--- src/rtl/adda_pkg.sv ---
// Shared types and constants for the ULX3S ADDA converter sequencer.
package adda_pkg;

    localparam int ADDA_DATA_W = 8;
    localparam logic [ADDA_DATA_W-1:0] DAC_MIDSCALE = 8'h80;

    typedef enum logic [1:0] {
        SRC_LOOP   = 2'd0,
        SRC_RAMP   = 2'd1,
        SRC_STREAM = 2'd2,
        SRC_MID    = 2'd3
    } dac_src_e;

    typedef enum logic [1:0] {
        IDLE   = 2'd0,
        WARMUP = 2'd1,
        RUN    = 2'd2
    } state_e;

endpackage

--- src/rtl/adda_sample_sequencer_if.sv ---
// Sample streams between the sequencer and its consumers/producers.
// master = sequencer side (accepts the DAC stream, emits captured ADC samples).
interface adda_sample_sequencer_if;
    import adda_pkg::*;

    logic [ADDA_DATA_W-1:0] s_data;
    logic                   s_valid;
    logic                   s_ready;
    logic [ADDA_DATA_W-1:0] m_data;
    logic                   m_valid;

    modport master (
        input  s_data, s_valid,
        output s_ready, m_data, m_valid
    );

    modport slave (
        output s_data, s_valid,
        input  s_ready, m_data, m_valid
    );

endinterface

--- src/rtl/adda_stream_fifo.sv ---
// Small synchronous FIFO buffering the external DAC stream.
module adda_stream_fifo #(
    parameter int DEPTH = 4,
    parameter int WIDTH = 8
) (
    input  logic             clk,
    input  logic             rst_n,
    input  logic             push,
    input  logic [WIDTH-1:0] push_data,
    input  logic             pop,
    output logic [WIDTH-1:0] head,
    output logic             full,
    output logic             empty
);

    localparam int AW = $clog2(DEPTH);
    localparam logic [AW:0] PTR_ONE = 1;

    logic [WIDTH-1:0] mem [DEPTH];
    logic [AW:0]      wr_ptr;
    logic [AW:0]      rd_ptr;
    logic             do_push;
    logic             do_pop;

    // Extra pointer bit distinguishes full from empty when the indices match.
    assign full    = (wr_ptr[AW] != rd_ptr[AW]) && (wr_ptr[AW-1:0] == rd_ptr[AW-1:0]);
    assign empty   = (wr_ptr == rd_ptr);
    assign do_push = push && !full;
    assign do_pop  = pop && !empty;
    assign head    = mem[rd_ptr[AW-1:0]];

    always_ff @(posedge clk or negedge rst_n) begin
        if (!rst_n) begin
            wr_ptr <= '0;
            rd_ptr <= '0;
        end else begin
            if (do_push) wr_ptr <= wr_ptr + PTR_ONE;
            if (do_pop)  rd_ptr <= rd_ptr + PTR_ONE;
        end
    end

    always_ff @(posedge clk) begin
        if (do_push) mem[wr_ptr[AW-1:0]] <= push_data;
    end

endmodule

--- src/rtl/adda_sample_sequencer.sv ---
// Generates ADCLK/DACLK, captures ADC samples after pipeline warm-up and
// drives the DAC from a per-run selectable source.
module adda_sample_sequencer
    import adda_pkg::*;
#(
    parameter int DIV_W       = 8,
    parameter int ADC_LATENCY = 3,
    parameter int FIFO_DEPTH  = 4
) (
    input  logic                   clk_25mhz,
    input  logic                   rst_n,
    input  logic                   enable,
    input  logic [DIV_W-1:0]       clk_div,
    input  logic [1:0]             dac_src,
    input  logic [ADDA_DATA_W-1:0] adc_data,
    output logic                   adc_clk,
    output logic                   dac_clk,
    output logic [ADDA_DATA_W-1:0] dac_data,
    output logic [15:0]            sample_cnt,
    output logic                   underrun,
    input  logic                   underrun_clr,
    output logic                   busy,
    adda_sample_sequencer_if.master bus
);

    localparam int PW  = DIV_W + 1;
    localparam int WCW = (ADC_LATENCY < 1) ? 1 : $clog2(ADC_LATENCY + 1);
    localparam logic [WCW-1:0] WARM_RELOAD = WCW'(ADC_LATENCY);

    state_e                 state;
    logic [PW-1:0]          phase;
    logic [PW-1:0]          period;
    logic                   adc_clk_q;
    logic [ADDA_DATA_W-1:0] dac_data_q;
    logic [ADDA_DATA_W-1:0] m_data_q;
    logic                   m_valid_q;
    logic [15:0]            sample_cnt_q;
    logic                   underrun_q;
    logic                   loop_valid;
    logic [ADDA_DATA_W-1:0] ramp;
    logic [WCW-1:0]         warm_cnt;

    logic [PW-1:0]          period_req;
    logic [PW-1:0]          phase_nxt;
    logic                   adc_nxt;
    logic                   fall;
    logic                   pop_req;
    dac_src_e               src;

    logic [ADDA_DATA_W-1:0] fifo_head;
    logic                   fifo_full;
    logic                   fifo_empty;

    assign src = dac_src_e'(dac_src);

    // Next-phase and fall-event decode; a new period only takes hold at phase 0.
    always_comb begin
        period_req = (clk_div == '0) ? PW'(2) : ({1'b0, clk_div} + PW'(1));
        phase_nxt  = (phase == period - PW'(1)) ? '0 : phase + PW'(1);
        adc_nxt    = phase_nxt < (period >> 1);
        fall       = (state != IDLE) && enable && adc_clk_q && !adc_nxt;
        pop_req    = fall && (src == SRC_STREAM);
    end

    adda_stream_fifo #(
        .DEPTH (FIFO_DEPTH),
        .WIDTH (ADDA_DATA_W)
    ) u_fifo (
        .clk       (clk_25mhz),
        .rst_n     (rst_n),
        .push      (bus.s_valid),
        .push_data (bus.s_data),
        .pop       (pop_req),
        .head      (fifo_head),
        .full      (fifo_full),
        .empty     (fifo_empty)
    );

    always_ff @(posedge clk_25mhz or negedge rst_n) begin
        if (!rst_n) begin
            state        <= IDLE;
            phase        <= '0;
            period       <= PW'(2);
            adc_clk_q    <= 1'b0;
            dac_data_q   <= DAC_MIDSCALE;
            m_data_q     <= '0;
            m_valid_q    <= 1'b0;
            sample_cnt_q <= '0;
            underrun_q   <= 1'b0;
            loop_valid   <= 1'b0;
            ramp         <= '0;
            warm_cnt     <= WARM_RELOAD;
        end else begin
            m_valid_q <= 1'b0;
            if (underrun_clr)          underrun_q <= 1'b0;
            if (pop_req && fifo_empty) underrun_q <= 1'b1;

            case (state)
                IDLE: begin
                    if (enable) begin
                        state      <= WARMUP;
                        phase      <= '0;
                        period     <= period_req;
                        adc_clk_q  <= 1'b1;
                        loop_valid <= 1'b0;
                    end
                end
                default: begin
                    if (!enable) begin
                        state      <= IDLE;
                        phase      <= '0;
                        adc_clk_q  <= 1'b0;
                        dac_data_q <= DAC_MIDSCALE;
                        ramp       <= '0;
                        warm_cnt   <= WARM_RELOAD;
                    end else begin
                        phase     <= phase_nxt;
                        adc_clk_q <= adc_nxt;
                        if (phase_nxt == '0) period <= period_req;

                        if (fall) begin
                            // Warm-up falls flush the converter pipeline without emitting samples.
                            if (state == WARMUP) begin
                                warm_cnt <= warm_cnt - WCW'(1);
                                if (warm_cnt <= WCW'(1)) state <= RUN;
                            end else begin
                                m_data_q     <= adc_data;
                                m_valid_q    <= 1'b1;
                                sample_cnt_q <= sample_cnt_q + 16'd1;
                                loop_valid   <= 1'b1;
                            end

                            case (src)
                                SRC_LOOP:   dac_data_q <= loop_valid ? m_data_q : DAC_MIDSCALE;
                                SRC_RAMP: begin
                                    dac_data_q <= ramp;
                                    ramp       <= ramp + 8'd1;
                                end
                                SRC_STREAM: if (!fifo_empty) dac_data_q <= fifo_head;
                                default:    dac_data_q <= DAC_MIDSCALE;
                            endcase
                        end
                    end
                end
            endcase
        end
    end

    assign adc_clk     = adc_clk_q;
    assign dac_clk     = adc_clk_q;
    assign dac_data    = dac_data_q;
    assign sample_cnt  = sample_cnt_q;
    assign underrun    = underrun_q;
    assign busy        = (state != IDLE);
    assign bus.s_ready = !fifo_full;
    assign bus.m_data  = m_data_q;
    assign bus.m_valid = m_valid_q;

endmodule

--- src/flat_wrapper.sv ---
// flat-port wrapper written by rule: the top's interface ports become plain ports
module adda_sample_sequencer_flat import adda_pkg::*;
#(
    parameter int DIV_W       = 8,
    parameter int ADC_LATENCY = 3,
    parameter int FIFO_DEPTH  = 4
)
  (clk_25mhz, rst_n, enable, clk_div, dac_src, adc_data, adc_clk, dac_clk, dac_data, sample_cnt, underrun, underrun_clr, busy, bus_s_data, bus_s_valid, bus_s_ready, bus_m_data, bus_m_valid);
  adda_sample_sequencer_if bus_i ();
  input  logic clk_25mhz;
  input  logic rst_n;
  input  logic enable;
  input  logic [DIV_W-1:0] clk_div;
  input  logic [1:0] dac_src;
  input  logic [ADDA_DATA_W-1:0] adc_data;
  output logic adc_clk;
  output logic dac_clk;
  output logic [ADDA_DATA_W-1:0] dac_data;
  output logic [15:0] sample_cnt;
  output logic underrun;
  input  logic underrun_clr;
  output logic busy;
  input wire logic [$bits(bus_i.s_data)-1:0] bus_s_data;
  input wire logic [$bits(bus_i.s_valid)-1:0] bus_s_valid;
  output wire logic [$bits(bus_i.s_ready)-1:0] bus_s_ready;
  output wire logic [$bits(bus_i.m_data)-1:0] bus_m_data;
  output wire logic [$bits(bus_i.m_valid)-1:0] bus_m_valid;
  assign bus_i.s_data = bus_s_data;
  assign bus_i.s_valid = bus_s_valid;
  assign bus_s_ready = bus_i.s_ready;
  assign bus_m_data = bus_i.m_data;
  assign bus_m_valid = bus_i.m_valid;
  adda_sample_sequencer #(.DIV_W(DIV_W), .ADC_LATENCY(ADC_LATENCY), .FIFO_DEPTH(FIFO_DEPTH)) u_core (.clk_25mhz(clk_25mhz), .rst_n(rst_n), .enable(enable), .clk_div(clk_div), .dac_src(dac_src), .adc_data(adc_data), .adc_clk(adc_clk), .dac_clk(dac_clk), .dac_data(dac_data), .sample_cnt(sample_cnt), .underrun(underrun), .underrun_clr(underrun_clr), .busy(busy), .bus(bus_i));
endmodule
--- config.mk ---
export PLATFORM = sky130hd
export DESIGN_NAME = adda_sample_sequencer_flat
export DESIGN_NICKNAME = d
export VERILOG_FILES = /design/src/rtl/adda_pkg.sv /design/src/rtl/adda_sample_sequencer_if.sv /design/src/rtl/adda_stream_fifo.sv /design/src/rtl/adda_sample_sequencer.sv /design/src/flat_wrapper.sv
export SDC_FILE = /design/constraint.sdc
export NUM_CORES = 1
export LEC_CHECK = 0
export CAP_MARGIN = 20
export CORE_MARGIN = 2
export CORE_UTILIZATION = 40
export CTS_CLUSTER_DIAMETER = 100
export DETAILED_ROUTE_END_ITERATION = 8
export PLACE_DENSITY_LB_ADDON = 0.05
export SYNTH_ARGS = -nofsm -noshare
export SYNTH_HDL_FRONTEND = slang
export SYNTH_SLANG_ARGS = --single-unit
--- constraint.sdc ---
create_clock -name clk_25mhz -period 4.96 [get_ports clk_25mhz]
set_clock_uncertainty 0.1 [all_clocks]
set_input_delay 1.24 -clock clk_25mhz [delete_from_list [all_inputs] [get_ports clk_25mhz]]
set_output_delay 1.24 -clock clk_25mhz [all_outputs]
set_load 0.01 [all_outputs]
Word-level counts from Yosys, hierarchy flattened --
Memory sizes are Yosys's and may differ from the RTL's. Index checks and enable logic that the tools add are counted.
Word-level totals: bits in registers 72, bits in writable memories 32, bits of input ports 31, output and inout port bits 38, logic and storage cells 111, memories kept 1
Memories:
- u_core.u_fifo.mem | words 4, width 8, read ports 1, clocked after Yosys merged registers in 0, wr ports 1, line adda_stream_fifo.sv:19 | logic [WIDTH-1:0] mem [DEPTH];
Cells by class: $add $sub $neg 8, $lt $le $gt $ge 2, eq/ne operators 16, mux-type cells 42, bitwise logic cells 2, reductions and logical operators 26
Operator list (count):
- $mux W9 | 9
- $mux W8 | 7
- $pmux W8 S3 | 1
- $mux W2 | 9
- $add A16 B1 Y16 const B | 1
- $mux W1 | 16
- $reduce_and A3 Y1 | 4
- $add A8 B1 Y9 const B | 1
- $add A9 B1 Y9 const B | 1
- $eq A9 B9 Y1 | 1
- $logic_not A9 Y1 | 1
- $lt A9 B8 Y1 | 1
- $ne A3 B1 Y1 const B | 3
- $sub A9 B1 Y9 const B | 1
- $add A8 B1 Y8 const B | 1
- $logic_and A1 B1 Y1 | 8
- $logic_not A8 Y1 | 1
- $reduce_and A4 Y1 | 2
- $reduce_bool A2 Y1 | 4
- $add A3 B1 Y3 const B | 2
- $ne A2 B1 Y1 const B | 3
- $eq A2 B1 Y1 const B | 2
- $logic_not A2 Y1 | 2
- $ne A2 B2 Y1 const B | 2
- 10 further kinds | 13

Depth between registers and ports, before layout --
Gate-level depths: netlist of run 1.
depth in word-level cells 9, gate-level depth with buffers 18, mapped depth without buffers 16

Cells and area by module --
A second synthesis of run 1 with hierarchy kept.
Unflattened totals: cells, all modules 537, area total of the unflattened synthesis 5746.8 µm²
Modules (own cells, without submodules):
- adda_sample_sequencer | instances 1, cells an instance 447, area each 4117.7 µm², seq. area each 1656.6 µm²
- adda_stream_fifo | instances 1, cells an instance 90, area each 1629.1 µm², seq. area each 1111.1 µm²

Worst setup path before layout of run 1 --
No wires, ideal clock.
path kind reg2reg, start point reg u_core.period[2], end point reg u_core.m_data_q[1] (netlist: u_core.bus.m_data[1]), library setup time 0.125 ns, arrival time 4.158 ns, required time 4.735 ns, path slack 0.577 ns, cell stages (with the launch flop) 17, path buffers 2, clock period less this slack 4.383 ns, cell sequence dfrtp_1 -> nor4_4 -> nand2_1 -> or4_1 -> a2111oi_2 -> buf_6 -> nor2_1 -> ha_1 -> nand3_1 -> a211oi_1 -> a31oi_1 -> o21ai_1 -> a311o_1 -> nand2_4 -> nor2_2 -> buf_6 -> mux2_4
On the way: word-level cells in the longest chain between the ends 7
Ends and longest elaborated chain:
- start, declared | line adda_sample_sequencer.sv:32 | logic [PW-1:0] period;
- start signal, assigned | line adda_sample_sequencer.sv:103 | period <= period_req;
- start signal, assigned | line adda_sample_sequencer.sv:119 | if (phase_nxt == '0) period <= period_req;
- $sub A9 B1 Y9 | line adda_sample_sequencer.sv:59 | phase_nxt = (phase == period - PW'(1)) ? '0 : phase + PW'(1);
- $eq A9 B9 Y1 | line adda_sample_sequencer.sv:59
- $mux W9 | line adda_sample_sequencer.sv:59
- $lt A9 B8 Y1 * | line adda_sample_sequencer.sv:60 | adc_nxt = phase_nxt < (period >> 1);
- $logic_not A1 Y1 * | line adda_sample_sequencer.sv:61 | fall = (state != IDLE) && enable && adc_clk_q && !adc_nxt;
- $logic_and A1 B1 Y1 * | line adda_sample_sequencer.sv:61
- $reduce_and A4 Y1 (no source line) *
- end signal, assigned | line adda_sample_sequencer.sv:127 | m_data_q <= adc_data;
- end, declared | line adda_sample_sequencer.sv:35 | logic [ADDA_DATA_W-1:0] m_data_q;
Mark *: on every way between the ends. The rest lies on a longest branch, timed or not. A chain may end at the register's enable or synchronous reset.

Worst setup path in the final report of run 1 --
start point reg u_core.period[2], end point reg u_core.m_data_q[7] (netlist: u_core.bus.m_data[7])
The elaborated chain is that of the path after synthesis.

==> flow_summary.json, run 1 <==
{
  "outcome": "finished clean",
  "slew_violations": 0,
  "drtPass1Iterations": 4,
  "crit_top_cell": "buf_4",
  "slew_headroom_pct": 31.20,
  "syn-cell-area_um2": 5567,
  "cp-start-kind": "flop",
  "maxCapViolations": 0,
  "slowest_delay_ns": 0.53,
  "gp_congestion": 0.8711,
  "clk_latency_ns": 0.36,
  "portBuffers": 68,
  "cts_resized": 0,
  "numCtsBuffers": 9,
  "multi_input_area_um2": 2585,
  "power_density_nw_per_um2": 319.0,
  "yosysWarnings": 0,
  "dieArea_um2": 14880,
  "synthFlopType": "dfrtp_1",
  "peakVddDrop_mv": 0.1911,
  "wl_mm": 12.88,
  "antenna_left": 0,
  "place_inst": 743,
  "vias": 4083,
  "holdBufCountCts": 0,
  "grt_max_degree": 73,
  "crit_path_end_kind": "flop",
  "async_reset_ff_share_pct": 69.23,
  "cts.path.max_buffers": 2,
  "finalHoldViolations": 0,
  "grt_pass1_vias": 4117,
  "antenna_cells": 0,
  "tns_ns": 0,
  "post-cts-setup-buffer-count": 0,
  "power.total_mw": 2.151,
  "finalSetupViolCount": 0,
  "path_cells": "nor4_4, nand2_1, or4_1, a2111oi_4, buf_4, nor2_1, ha_1, nand3_1, a211oi_1, a31oi_1, o21ai_1, a311o_1, nand2_4, nor2_2, buf_4, mux2_2",
  "start_util_pct": 40.57,
  "max_freq_mhz": 213.4,
  "clk_pin_slew_ns": 0.08,
  "synth-edff-count": 32,
  "num_rows": 43,
  "die_x_um": 122.0,
  "dp_hpwl_mm": 9.132,
  "synth.distinct_cells": 65,
  "ctsHtreeMaxLevel": 3,
  "wl_per_cell_um": 16.97,
  "clock_tree.root_cell": "clkbuf_16",
  "synthCells": 509,
  "drt_iter0_drc": 279,
  "core_um2": 13720,
  "grt_use_total_pct": 18.60,
  "n_fill_cell": 1275,
  "arrival_ns": 4.84,
  "fin_crit_ns": 4.687,
  "nets": 623,
  "hold_class": "reg2reg",
  "worst_pin_slew_ns": 1.026,
  "slowest_stage": "a2111oi_4",
  "syn_nets": 558,
  "crit_type": "reg2reg",
  "grt_pass1_wl_mm": 21.36,
  "path_max_fanout": 12,
  "p_leak_nw": 2.816,
  "seq_area_frac_synth_pct": 49.72,
  "gr-total-overflow": 0,
  "io_pins": 69,
  "tritoncts": "done",
  "regArea_um2": 2768,
  "drive_above_1_share_pct": 10.54,
  "antenna_found_initial": 0,
  "syn_avg_cell_area_um2": 10.94,
  "finalCritPeriodShare_pct": 94.50,
  "cts.sinks": 104,
  "drc": 0,
  "viasPerCell": 5.379,
  "crit_required_ns": 5.11,
  "area_delta_synth_final_pct": 21.17,
  "grt_setup_unrepaired": "false",
  "yosys_register_bits": 104,
  "die_h_um": 122.0,
  "fin_cells": 759
}
==> state kept, by name, summed over array words and instances (netlist names) <==
name / count
u_core.u_fifo.mem: 32
u_core.sample_cnt: 16
u_core.period: 9
u_core.phase: 9
u_core.bus.m_data: 8
u_core.dac_data: 8
u_core.ramp: 8
u_core.u_fifo.rd_ptr: 3
u_core.u_fifo.wr_ptr: 3
u_core.state: 2
u_core.warm_cnt: 2
u_core.adc_clk: 1
u_core.bus.m_valid: 1
u_core.loop_valid: 1
u_core.underrun: 1
==> per-stage QoR <==
stage          utilization, %  setup slack [ns]  hold WS, ns  cell area [µm²]
2_1_floorplan               -            0.5766       0.3604             5567
3_3_place_gp            46.86            0.3266       0.3562             6429
3_5_place_dp            46.86            0.1530       0.3703             6429
4_1_cts                 49.03            0.1208       0.3801             6726
5_1_grt                 49.17           0.01214       0.3991             6745
6_report                49.17            0.2729       0.3692             6745
==> synthesized netlist by cell type (all sizes together) (4+ instances only) <==
master  count  area [µm²]
a21oi      21       116.4
a22o        7       61.31
a22oi       8       60.06
and2        7       43.79
and3       15       93.84
buf         6       41.29
clkbuf     16       60.06
dfrtp      68        1702
dfstp       4       105.1
edfxtp     32       960.9
ha         18       225.2
inv        35       131.4
mux2       13       172.7
mux2i       8       80.08
mux4        8       180.2
nand2      36       142.6
nand3      18       95.09
nand4      13       81.33
nor2       38       152.6
nor2b       4       25.02
nor3       12       65.06
nor4        5       46.29
o211ai      4       30.03
o21ai      19       95.09
o22ai      10       62.56
o31ai       6       50.05
xnor2      23       201.4
xor2       20       175.2
==> layout make-up <==
cell class | instances | area share [%]
Timing Repair Buffer | 76 | 10.94
Multi-Input combinational cell | 348 | 38.32
Sequential cell | 104 | 41.03
Inverter | 35 | 1.948
Clock buffer | 9 | 3.339
Tap cell | 180 | 3.339
Clock inverter | 7 | 1.076
==> power by group <==
part           switching, mW  total, mW  internal, mW
clock network          0.365      0.723         0.358
registers             0.0697       1.06         0.985
logic                  0.213      0.373         0.160
total                  0.648       2.15          1.50
==> routing by layer <==
metal,track usage [%],up-vias,share of wire (%)
met3,4.635,13,3.7
met1,24.65,2020,46
met4,4.957,0,1.4
met5,0,-,0
met2,30.52,80,49
li1,-,1970,-
==> path summary, 6_finish.rpt <==
path / slack (ns) / from / end / depth (start not counted)
max: 0.27 / u_core.period[2] / u_core.bus.m_data[7] / 16
min: 0.37 / u_core.sample_cnt[15] / u_core.sample_cnt[15] / 1
max reg2reg: 0.27 / u_core.period[2] / u_core.bus.m_data[7] / 16
min reg2reg: 0.37 / u_core.sample_cnt[15] / u_core.sample_cnt[15] / 1
max in group asynchronous: 3.24 / rst_n / u_core.sample_cnt[13] / 1
min in group asynchronous: 0.92 / rst_n / u_core.phase[7] / 1
==> critical path: cells and delay by family (launching register included) <==
family	cells	cell delay, ns
DFF	1	0.48
muxes	1	0.36
adders and majority gates	1	0.27
AOI/OAI and AO/OA	5	1.57
and+or+nand+nor	7	1.31
buffers and inverters	2	0.47
==> placed cells by master (no fill, tap or decap), types with 8 or more instances in the layout <==
cell	netlist	routed
a21oi_1	20	20
a22oi_1	8	8
and3_1	15	15
buf_4	1	9
clkbuf_16	0	9
clkdlybuf4s50_1	0	67
dfrtp_1	68	68
edfxtp_1	32	32
ha_1	18	18
inv_1	35	35
mux2i_1	8	8
mux4_2	8	8
nand2_1	35	35
nand3_1	17	17
nand4_1	13	13
nor2_1	36	36
nor3_1	11	11
o21ai_0	18	18
o22ai_1	10	10
xnor2_1	23	23
xor2_1	20	20
==> cell families after synthesis <==
family	share of synthesized area, %
flip-flops	49.72
AO/OA/AOI/OAI	11.89
buffers and inverters	4.181
multiplexers	7.777
AND/OR/NAND/NOR	15.62
adder cells (fa/ha/maj)	4.046
XOR/XNOR	6.766
Note: power is estimated with default switching activity, not from simulation.
==> run 2, diff against run 1 <==
- CORE_ASPECT_RATIO: not set -> 1.1
- CTS_CLUSTER_DIAMETER: 100 -> 50
==> run 2 against run 1 <==
Global-route usage down 0.80 points. Non-clock buffer count fell by 2. Sequential power about the same. Worst setup slack better by 0.20 ns. Via count fell by 1.2%. Core utilization is 0.10 points lower. Cell area decreased by 0.48%. Critical endpoint unchanged.
==> flow_summary.json, run 2 (synthesized netlist as in run 1, its figures left out) <==
{
  "post-cts-setup-buffer-count": 0,
  "dieArea_um2": 14880,
  "top_layer": "met4",
  "dp_hpwl_mm": 8.954,
  "clk_pin_slew_ns": 0.07,
  "routed-wl-met2_mm": 5.937,
  "die_h_um": 127.7,
  "die_x_um": 116.5,
  "drtPass1Iterations": 4,
  "final_common_cell": "dfrtp_1",
  "antenna_cells": 0,
  "grt_max_degree": 73,
  "drc": 0,
  "slew_violations": 0,
  "r2r_cells": 16,
  "drt_iter0_drc": 275,
  "viasPerCell": 5.276,
  "wl_mm": 12.37,
  "power.total_mw": 2.110,
  "finalHoldViolations": 0,
  "place_inst": 749,
  "cts_resized": 0,
  "grt_pass1_vias": 3983,
  "area_delta_synth_final_pct": 20.59,
  "drive_above_1_share_pct": 10.23,
  "clock_tree.root_cell": "clkbuf_16",
  "crit_top_cell": "buf_4",
  "arrival_ns": 4.64,
  "holdBufCountCts": 0,
  "nets": 621,
  "ctsHtreeMaxLevel": 3,
  "clk_latency_ns": 0.36,
  "layout_common_cells": "dfrtp_1 (68), clkdlybuf4s50_1 (67), nor2_1 (36)",
  "fin_cells": 765,
  "slew_headroom_pct": 34.65,
  "dp_slack_ns": 0.3420,
  "fin_crit_ns": 4.492,
  "cts.path.max_buffers": 2,
  "whs_ns": 0.3695,
  "min_to": "u_core.sample_cnt[15]",
  "finalCritPeriodShare_pct": 90.57,
  "reg2reg_to": "u_core.bus.m_data[7]",
  "start_util_pct": 40.69,
  "gp_congestion": 0.8204,
  "grt_pass1_wl_mm": 20.34,
  "crit_required_ns": 5.10,
  "portBuffers": 68,
  "cts.sinks": 104,
  "power_density_nw_per_um2": 314.3,
  "peakVddDrop_mv": 0.2147,
  "slowest_delay_ns": 0.48,
  "crit_path_end_kind": "flop",
  "p_leak_nw": 2.796,
  "cp-start-kind": "flop",
  "numCtsBuffers": 9,
  "antenna_left": 0,
  "io_pins": 69,
  "worstHoldPathCells": 1,
  "grt_setup_unrepaired": "false",
  "slowest_stage": "dfrtp_1",
  "path_cells": "nor4_4, nand2_1, or4_1, a2111oi_2, buf_4, nor2_1, ha_1, nand3_1, a211oi_1, a31oi_1, o21ai_1, a311o_2, nand2_4, nor2_2, buf_4, mux2_2",
  "crit_type": "reg2reg",
  "critical_path_buf_inv_count": 2,
  "wl_per_cell_um": 16.17,
  "finalWorstSetupSlack_ns": 0.4679,
  "worst_pin_slew_ns": 0.9744,
  "regToRegStartpoint": "u_core.period[2]",
  "min_from": "u_core.sample_cnt[15]",
  "core_um2": 13680,
  "finalSetupViolCount": 0,
  "largest_reg_flops": 32,
  "antenna_found_initial": 0,
  "r2r_slack_ns": 0.47,
  "gr-total-overflow": 0,
  "hold_class": "reg2reg",
  "max_freq_mhz": 222.6,
  "maxCapViolations": 0,
  "outcome": "finished clean",
  "grt_use_total_pct": 17.80,
  "tns_ns": 0,
  "wl_met3_um": 308,
  "path_max_fanout": 12,
  "wl_met1_mm": 5.730,
  "num_rows": 45,
  "vias": 4036,
  "crit_family": "compound AO/OA/AOI/OAI gates",
  "tritoncts": "done"
}
-- run 2: cell types whose count changed in the layout (fill, tap and decap cells not counted), sizes merged --
cell,before,now
inv,39,38
clkbuf,9,10
buf,9,7
-- run 2: how the worst max path moves through the flow --
stage	startpoint	to	slack [ns]	cells past startpoint
6_report	u_core.period[2]	u_core.bus.m_data[7]	0.47	16
5_1_grt	u_core.period[2]	u_core.bus.m_data[7]	0.02	16
3_3_place_gp	u_core.period[2]	u_core.u_fifo.rd_ptr[1]	0.48	15
3_5_place_dp	u_core.period[2]	u_core.u_fifo.rd_ptr[1]	0.34	15
2_1_floorplan	u_core.period[2]	u_core.bus.m_data[1]	0.58	16
4_1_cts	u_core.period[2]	u_core.u_fifo.rd_ptr[1]	0.32	15
-- run 2: area by class of cell --
type	instances	area (µm²)
Clock inverter	6	52.55
Tap cell	188	235.2
Sequential cell	104	2768
Inverter	35	131.4
Timing Repair Buffer	74	723.2
Fill cell	1281	6969
Multi-Input combinational cell	348	2574
Clock buffer	10	229.0
-- run 2: power by group --
part | internal, mW | total (mW) | switching, mW
sequential | 0.985 | 1.06 | 0.0724
clock | 0.349 | 0.692 | 0.343
combinational | 0.158 | 0.360 | 0.202
-- run 2: through the flow --
| step | utilization [%] | instance area (µm²) |
|---|---|---|
| after floorplan | - | 5567 |
| after global placement | 46.95 | 6424 |
| after detailed placement | 46.95 | 6424 |
| after CTS | 49.01 | 6705 |
| after global routing | 49.06 | 6713 |
| final | 49.06 | 6713 |
-- run 2: metal layers --
layer / vias up / track usage (%)
met5: - / 0
met3: 20 / 2.742
met2: 60 / 29.10
met1: 1980 / 23.37
met4: 0 / 7.773
li1: 1976 / -
==> run 3, diff against run 2 <==
- SYNTH_HIERARCHICAL: not set -> 1
==> run 3 against run 2 <==
Synthesized cell count rose by 5.5%. Routed wire length rose by 8.8%. Maximum frequency fell by 3.9%. Worst hold slack barely moved. First-iteration DRC count fell by 14%. Combinational power rose by 28%. Highest routed layer unchanged. Critical path type unchanged. Final cell count rose by 3.4%. Global-route usage rose by 0.41 points. Register-to-register slack got worse by 0.18 ns.
==> flow_summary.json, run 3 <==
{
  "outcome": "finished clean",
  "maxCapViolations": 0,
  "grt_use_total_pct": 18.21,
  "finalSetupViolCount": 0,
  "antenna_left": 0,
  "final_common_cell": "dfrtp_1",
  "tritoncts": "done",
  "start_util_pct": 41.32,
  "syn_nets": 586,
  "crit_type": "reg2reg",
  "arrival_ns": 4.80,
  "synthFlopType": "dfrtp_1",
  "async_reset_ff_share_pct": 69.23,
  "yosysWarnings": 6,
  "wl_per_cell_um": 17.02,
  "combPwrFrac_pct": 20.7,
  "dp_slack_ns": 0.3209,
  "yosys-top-cells-area": "dfrtp_1 (30%), edfxtp_1 (17%), xnor2_1 (4.6%)",
  "finalWorstSetupSlack_ns": 0.2844,
  "num_rows": 45,
  "cts.path.max_buffers": 2,
  "switchingPower_uw": 654.0,
  "switching_share_pct": 29.41,
  "viasPerCell": 5.444,
  "grt_setup_unrepaired": "false",
  "drive_above_1_share_pct": 10.61,
  "worstHoldPathCells": 1,
  "synthCells": 537,
  "cts.sinks": 104,
  "min_to": "u_core/sample_cnt[15]",
  "area_delta_synth_final_pct": 19.97,
  "wl_mm": 13.46,
  "slew_violations": 0,
  "crit_path_end_kind": "flop",
  "core_um2": 13910,
  "final_util_pct": 49.57,
  "synth_top_area_share_pct": 29.61,
  "numCtsBuffers": 9,
  "holdBufCountCts": 0,
  "cts_resized": 0,
  "synth.distinct_cells": 71,
  "die_x_um": 118.3,
  "max_freq_mhz": 213.9,
  "dp_hpwl_mm": 9.723,
  "io_pins": 69,
  "post-cts-setup-buffer-count": 0,
  "peakVddDrop_mv": 0.2448,
  "drtPass1Iterations": 4,
  "worst_pin_slew_ns": 0.9355,
  "grt_max_degree": 73,
  "gp_congestion": 0.8943,
  "regToRegStartpoint": "u_core/phase[7]",
  "antenna_cells": 0,
  "gr-total-overflow": 0,
  "slowest_delay_ns": 0.57,
  "die_h_um": 129.7,
  "slowest_stage": "nor2_2",
  "finalHoldViolations": 0,
  "path_cells": "xnor2_1, or3b_1, a2111oi_4, nand3_4, nor2_8, a21oi_1, ha_1, a21oi_1, or3b_2, a21oi_1, a211o_1, o221a_2, a31oi_4, nor2_2, mux2_2",
  "min_from": "u_core/sample_cnt[15]",
  "drc": 0,
  "slew_headroom_pct": 37.63,
  "dieArea_um2": 15340,
  "yosys_register_bits": 104,
  "seqPwrFrac_pct": 47.5,
  "syn_avg_cell_area_um2": 10.70,
  "grt_pass1_vias": 4204,
  "grt_pass1_wl_mm": 22.05,
  "clock_tree.root_cell": "clkbuf_16",
  "power_density_nw_per_um2": 322.5,
  "synth_area_leader_cell": "dfrtp_1",
  "synth-edff-count": 32,
  "antenna_found_initial": 0,
  "crit_required_ns": 5.09,
  "ctsHtreeMaxLevel": 3,
  "nets": 647,
  "post-synth-top-count-cell": "dfrtp_1",
  "clk_pin_slew_ns": 0.07,
  "hold_class": "reg2reg",
  "r2r_slack_ns": 0.28,
  "r2r_cells": 15,
  "tns_ns": 0,
  "drt_iter0_drc": 236,
  "layout_common_cells": "dfrtp_1 (68), clkdlybuf4s50_1 (67), nor2_1 (41)",
  "syn-cell-area_um2": 5747,
  "crit_top_cell": "a21oi_1",
  "largest_reg_flops": 32,
  "fin_crit_ns": 4.676,
  "intPower_mw": 1.570,
  "cp-start-kind": "flop",
  "path_max_fanout": 18,
  "vias": 4306,
  "synth_common_cells": "dfrtp_1 (68), nor2_1 (41), nand2_1 (38)",
  "portBuffers": 68,
  "p_leak_nw": 2.811,
  "finalCritPeriodShare_pct": 94.27,
  "reg2reg_to": "u_core/bus.m_data[1]",
  "seq_area_frac_synth_pct": 48.16,
  "clk_latency_ns": 0.34,
  "clockPowerShare_pct": 31.8
}
-- run 3: worst max-delay path by stage --
stage               cells after the start  slack [ns]             start                       to
floorplan                              18        0.67  u_core/period[4]  u_core/u_fifo/rd_ptr[2]
global placement                       15        0.38  u_core/period[4]     u_core/bus.m_data[4]
detailed placement                     15        0.32  u_core/period[4]     u_core/bus.m_data[1]
CTS                                    15        0.31   u_core/phase[7]     u_core/bus.m_data[1]
global route                           15        0.05   u_core/phase[7]     u_core/bus.m_data[1]
finish                                 15        0.28   u_core/phase[7]     u_core/bus.m_data[1]
-- run 3: cell type report --
class / count / area, µm²
Timing Repair Buffer: 75 / 730.7
Inverter: 26 / 97.59
Multi-Input combinational cell: 382 / 2771
Clock buffer: 11 / 232.7
Clock inverter: 5 / 58.81
Sequential cell: 104 / 2768
Tap cell: 188 / 235.2
Fill cell: 1278 / 7013
-- run 3: kinds of logic after synthesis --
| logic type | count (synthesis) | share of synthesized area, % |
|---|---|---|
| AO/OA/AOI/OAI | 100 | 12.80 |
| adder cells (fa/ha/maj) | 18 | 3.919 |
| XOR/XNOR | 46 | 7.272 |
| multiplexers | 26 | 6.553 |
| flip-flops | 104 | 48.16 |
| AND/OR/NAND/NOR | 192 | 17.68 |
| buffers and inverters | 51 | 3.614 |
-- run 3: worst max-delay path, delay by kind of cell (launching register included) --
family	cells	cell delay (ns)
AOI/OAI and AO/OA	7	1.19
xor gates and xnor gates	1	0.32
adders and majority gates	1	0.29
DFF	1	0.42
muxes	1	0.41
and+or+nand+nor	5	1.81
-- run 3: per-stage QoR --
step / cells / power (mW) / cell area, µm² / hold slack, ns
floorplan: 537 / 1.374 / 5747 / 0.3816
global placement: 775 / 1.526 / 6603 / 0.3623
detailed placement: 775 / 1.535 / 6603 / 0.3638
CTS: 791 / 2.255 / 6894 / 0.3755
global route: 791 / 2.344 / 6894 / 0.3870
finish: 791 / 2.224 / 6894 / 0.3693
-- run 3: power by group through the flow --
stage	sequential, mW	combinational, mW	clock (mW)
CTS	1.06	0.463	0.735
floorplan	1.05	0.324	0
detailed placement	1.07	0.461	0
finish	1.06	0.460	0.707
global placement	1.07	0.458	0
global route	1.07	0.510	0.766
-- run 3: per-layer routing --
metal	vias up	routed length (µm)	global-route usage (%)
met5	-	0	0
met4	0	256	7.442
met3	17	438	3.059
met2	95	6574	30.60
met1	2124	6190	23.63
li1	2070	-	-
